File: config.mk
export PLATFORM = sky130hd
export DESIGN_NAME = regfile_scan_engine
export DESIGN_NICKNAME = d
export VERILOG_FILES = /design/src/rtl/scan_pkg.sv /design/src/rtl/scan_err_counter.sv /design/src/rtl/regfile_scan_engine.sv
export SDC_FILE = /design/constraint.sdc
export NUM_CORES = 1
export LEC_CHECK = 0
export BUFFER_PORTS_ARGS = -buffer_cell sky130_fd_sc_hd__buf_2
export CAP_MARGIN = 20
export CELL_PAD_IN_SITES_DETAIL_PLACEMENT = 0
export CELL_PAD_IN_SITES_GLOBAL_PLACEMENT = 1
export CORE_ASPECT_RATIO = 0.7
export CORE_MARGIN = 2
export CORE_UTILIZATION = 35
export DETAILED_ROUTE_END_ITERATION = 10
export PLACE_DENSITY_LB_ADDON = 0.2
export SETUP_SLACK_MARGIN = 0.3
export SYNTH_ARGS = -nofsm -noshare
export SYNTH_HDL_FRONTEND = slang
export SYNTH_SLANG_ARGS = --single-unit
File: constraint.sdc
create_clock -name clock -period 1.7 [get_ports clock]
set_input_delay 0.255 -clock clock [delete_from_list [all_inputs] [get_ports clock]]
set_output_delay 0.255 -clock clock [all_outputs]
set_load 0.05 [all_outputs]
File: src/rtl/scan_pkg.sv
// scan_pkg: shared constants and FSM state type for the register-file scan engine.
package scan_pkg;
   localparam int NUM_REGS       = 32;
   localparam int IDX_W          = 5;
   localparam int DATA_W         = 32;
   localparam int CYC_W          = 17;
   localparam int DEFAULT_CYCLES = 255;
   typedef enum logic [2:0] {IDLE, RUN, SETTLE, EMIT, DONE} state_t;
endpackage

File: src/rtl/scan_err_counter.sv
// scan_err_counter: saturating, synchronously clearable error counter used by the compare option.
module scan_err_counter #(
   parameter int W = 6
) (
   input  logic         clock,
   input  logic         reset_n,
   input  logic         clr,
   input  logic         inc,
   output logic [W-1:0] cnt
);
   always_ff @(posedge clock or negedge reset_n) begin
      if (!reset_n) cnt <= '0;
      else if (clr) cnt <= '0;
      else if (inc && !(&cnt)) cnt <= cnt + 1'b1;
   end
endmodule

File: src/rtl/regfile_scan_engine.sv
// regfile_scan_engine: after a timed run, hijacks regfile read port A and streams {index, value} for r0..r31.
// Optional SCAN_CMP_EN adds per-register comparison against expected data and an error count.
module regfile_scan_engine
   import scan_pkg::*;
(
   input  logic              clock,
   input  logic              reset_n,
   input  logic              start,
   input  logic [CYC_W-1:0]  num_cycles,
   input  logic [IDX_W-1:0]  cpu_rs1,
   output logic [IDX_W-1:0]  rs1_in,
   input  logic [DATA_W-1:0] regA,
   output logic              test_mode,
   output logic              out_valid,
   input  logic              out_ready,
   output logic [IDX_W-1:0]  out_idx,
   output logic [DATA_W-1:0] out_data,
`ifdef SCAN_CMP_EN
   output logic [IDX_W-1:0]  exp_addr,
   input  logic [DATA_W-1:0] exp_data,
   output logic              out_mismatch,
   output logic [IDX_W:0]    err_cnt,
`endif
   output logic              busy,
   output logic              done,
   output logic [CYC_W-1:0]  cycles_run
);
   state_t            state, state_nx;
   logic [CYC_W-1:0]  cnt;
   logic [IDX_W-1:0]  scan_idx;
   logic              accept, hs, last;

   assign accept    = start && (state == IDLE || state == DONE);
   assign hs        = state == EMIT && out_ready;
   assign last      = scan_idx == IDX_W'(NUM_REGS - 1);
   assign test_mode = state == SETTLE || state == EMIT;
   assign rs1_in    = test_mode ? scan_idx : cpu_rs1;
   assign busy      = state == RUN || test_mode;
   assign done      = state == DONE;

   always_comb begin
      state_nx = state;
      case (state)
         IDLE, DONE: state_nx = start ? RUN : state;
         RUN:        state_nx = (cnt == CYC_W'(1)) ? SETTLE : RUN;
         SETTLE:     state_nx = EMIT;
         EMIT:       state_nx = out_ready ? (last ? DONE : SETTLE) : EMIT;
         default:    state_nx = IDLE;
      endcase
   end

   always_ff @(posedge clock or negedge reset_n) begin
      if (!reset_n) begin
         state      <= IDLE;
         cnt        <= '0;
         cycles_run <= '0;
         scan_idx   <= '0;
         out_valid  <= 1'b0;
         out_idx    <= '0;
         out_data   <= '0;
      end else begin
         state <= state_nx;
         if (accept) begin
            cnt        <= (num_cycles == '0) ? CYC_W'(DEFAULT_CYCLES) : num_cycles;
            cycles_run <= '0;
         end
         if (state == RUN) begin
            cnt        <= cnt - 1'b1;
            cycles_run <= cycles_run + 1'b1;
            scan_idx   <= '0;
         end
         // regA has had the whole SETTLE cycle to reflect scan_idx
         if (state == SETTLE) begin
            out_data  <= regA;
            out_idx   <= scan_idx;
            out_valid <= 1'b1;
         end
         if (hs) begin
            out_valid <= 1'b0;
            if (!last) scan_idx <= scan_idx + 1'b1;
         end
      end
   end

`ifdef SCAN_CMP_EN
   assign exp_addr = scan_idx;

   always_ff @(posedge clock or negedge reset_n) begin
      if (!reset_n) out_mismatch <= 1'b0;
      else if (state == SETTLE) out_mismatch <= regA != exp_data;
   end

   scan_err_counter #(.W(IDX_W + 1)) u_err (
      .clock   (clock),
      .reset_n (reset_n),
      .clr     (accept),
      .inc     (hs && out_mismatch),
      .cnt     (err_cnt)
   );
`endif
endmodule
==> summary.txt <==
Yosys
  – Sequential area share after synthesis: between 50 and 60%
  – EDFF count, synth: 0
  – Distinct cells, synth: 53
  – Syn nets: 420
  – Gate Count Post-Synth: 357
  – Main synth FF type: dfrtp_1
  – Seq cells post-synth: 80
  – Average cell area after synthesis: approximately 11 um^2
  – YS warnings: 0
  – Post-Syn Area: just under 4000 um^2
  – Asr flop ratio synth: 100%

Power
  – Worst vdd ir: 0.808 mV
  – LEAKAGE: roughly 3.2 nW
  – Final total power: slightly below 9 mW
  – PD cells: roughly 1300 nW/um^2

Routing
  – # DRC: 0
  – First-pass DRT Iterations: 4
  – WL met3: about 550 um
  – Initial drt markers: 129
  – Drt wl/cell: 17.0 um
  – Via density: just over 5
  – Max Used Layer: met4
  – Met1 WL: ~6000 um
  – WL met2: 6090 um
  – WL final: around 13000 um
  – Routed vias: roughly 3800
  – Antenna-violating nets left: 0

CTS
  – CTS Buffer Depth: 2
  – Worst-Skew Late Latency: approximately 0.34 ns
  – TritonCTS clock tree: built
  – H-tree depth: 3
  – CTS sink cnt: 80
  – Clock Tree Root: clkbuf_16
  – Clock transition at the registers of the reported paths: roughly 0.06 ns
  – Cts bufs inserted: 9

Setup path
  – WP data arrival: 2.01 ns
  – Worst path cell trace: or4_4, or3_1, o311ai_1, o211ai_1
  – Crit path launch type: flop
  – CP endpoint kind: flop
  – Crit-path slowest cell: or4_4
  – Crit path required time: between 1.5 and 2 ns
  – CP max stage delay: ~0.56 ns
  – Max Fanout on Critical Path: 3
  – WS Path Type: flop to flop

STA
  – Post-route minimum period: 1.81 ns
  – Final worst-path cycle share: 107%
  – Final Worst Setup Slack: -0.111 ns
  – RSZ-0062 raised after global routing: yes
  – Worst-Margin Slew: approximately 0.45 ns
  – Worst Skew: ~0.0084 ns
  – Setup TNS: -3.17 ns
  – Fin. max-slew vios: 0
  – Max-Slew Margin vs Limit: between 70% and 80%
  – Final setup vio count: 55
  – Fmax achieved: 0.552 GHz
  – Fin. Hold Viols: 0

GRT
  – Total global-route track usage: a little over a fifth
  – Grt ovf: 0
  – Largest net degree at the start of global routing: 32
  – First-pass GRT wire length: roughly 20000 um
  – Number of global-route vias before repair: ~3800
  – Initial antenna violation count: 0

Floorplanning
  – Core Area: approximately 11000 um^2
  – IO Count: about 120
  – Initial core utilization: a little over a third
  – Core Rows: 32
  – DIE WIDTH: about 130 um
  – Die Area: 11900 um^2
  – Chip height: between 90 and 100 um

Outcome
  – Status: complete, but fails checks
  – Failing checks: negative setup slack

Place
  – GP Congestion: between 0.7 and 0.8
  – PortBufs: 120
  – HPWL Detailed: between 7000 and 8000 um
  – Pre-CTS setup slack: -0.158 ns
  – Placed insts: between 600 and 700

Cells and area
  – Antenna diode count: 0
  – Final Core Density: a little under two thirds
  – Nets: roughly 660
  – Fin cells: 750
  – Layout cell share with drive strength beyond 1: a little under two thirds
  – Area Overhead vs Synth: 80.5%

Flow run
  – Max cap viols: 0

Worst hold path
  – Hold Crit Class: input port to flop
## cells by family (layout without fill, tap and decap cells)
logic type | Yosys count | in the layout | share of synthesized area [%]
and+or+nand+nor | 134 | 134 | 18.4
muxes | 46 | 46 | 13.2
AOI/OAI and AO/OA | 64 | 64 | 11.3
DFF | 80 | 80 | 51.9
buffers and inverters | 25 | 265 | 2.89
adders and majority gates | 5 | 5 | 1.62
xor gates and xnor gates | 3 | 3 | 0.682
## worst max-delay path: cells and delay by family, from the launching register on
| family | cells | cell delay [ns] |
|---|---|---|
| AND/OR/NAND/NOR | 2 | 0.88 |
| flip-flops | 1 | 0.43 |
| AO/OA/AOI/OAI | 2 | 0.36 |
## path summary, 6_finish.rpt
| path | start | to | slack [ns] | cells after the start |
|---|---|---|---|---|
| setup / recovery | cnt[11] | cnt[14] | -0.11 | 4 |
| hold / removal | regA[10] | out_data[10] | 0.14 | 2 |
| setup reg to reg | cnt[11] | cnt[14] | -0.11 | 4 |
| hold reg to reg | out_valid | out_valid | 0.47 | 1 |
| max in group asynchronous | reset_n | out_data[13] | 0.64 | 3 |
| min in group asynchronous | reset_n | out_idx[4] | 0.42 | 2 |
## Yosys cell counts (6+ instances only)
cell | n | area [um^2]
dfrtp_1 | 80 | 2000
nand2_1 | 51 | 191
mux2_2 | 38 | 428
nor2_1 | 19 | 71.3
o21ai_0 | 14 | 70.1
nand4_1 | 12 | 75.1
nand3_1 | 11 | 55.1
nor4_1 | 11 | 68.8
o211ai_1 | 9 | 67.6
a31oi_1 | 8 | 50.1
buf_2 | 8 | 40.0
clkbuf_1 | 8 | 30.0
mux2i_1 | 8 | 80.1
a21oi_1 | 7 | 35.0
inv_1 | 6 | 22.5
## per-layer routing
layer  vias up  GRT usage (%)
met1      1898           30.6
met2        81           33.4
met3         8           5.43
met4         0           5.11
li1       1808              -
met5         -              0
## power by group
part	internal [mW]	switching, mW
logic	1.68	2.29
registers	2.37	0.421
clock network	1.18	0.822
## state kept, by name (all words and copies together), names as in the netlist
signal	cells
scan_idx	5
out_idx	5
cnt	17
cycles_run	17
out_valid	1
state	3
out_data	32
## per-stage QoR
step	hold slack [ns]	cell area [um^2]
global placement	0.238	5210
CTS	0.127	6550
global route	0.135	6960
floorplan	-0.0406	4050
finish	0.143	6960
detailed placement	0.237	5210
## final cells by class
cell class,instances,area (um^2)
clock buffers,10,239
clock inverters,6,67.6
fillers,871,3930
inverters,7,52.6
multi-input cells,252,2390
flip-flops and latches,80,2020
well taps,153,191
repair buffers,242,2000
## timing repair
item / in CTS / in global routing
cloned: 7 / 1
endpoints found under the setup margin: 86 / 92
pin swaps: 45 / 24
setup buffers: 37 / 12
hold buffers: 1 / 0
hold endpoints to repair: 28 / 0
gates resized for setup: 153 / 57
## layout by cell type (no fill, tap or decap), types with 12 or more instances in the layout
cell	instances
buf_2	107
dfrtp_1	68
buf_4	73
nand4_1	12
dfrtp_2	12
nand2_1	38
buf_6	36
mux2_4	28
nor2_1	12
(Power assumes the default switching activity.)
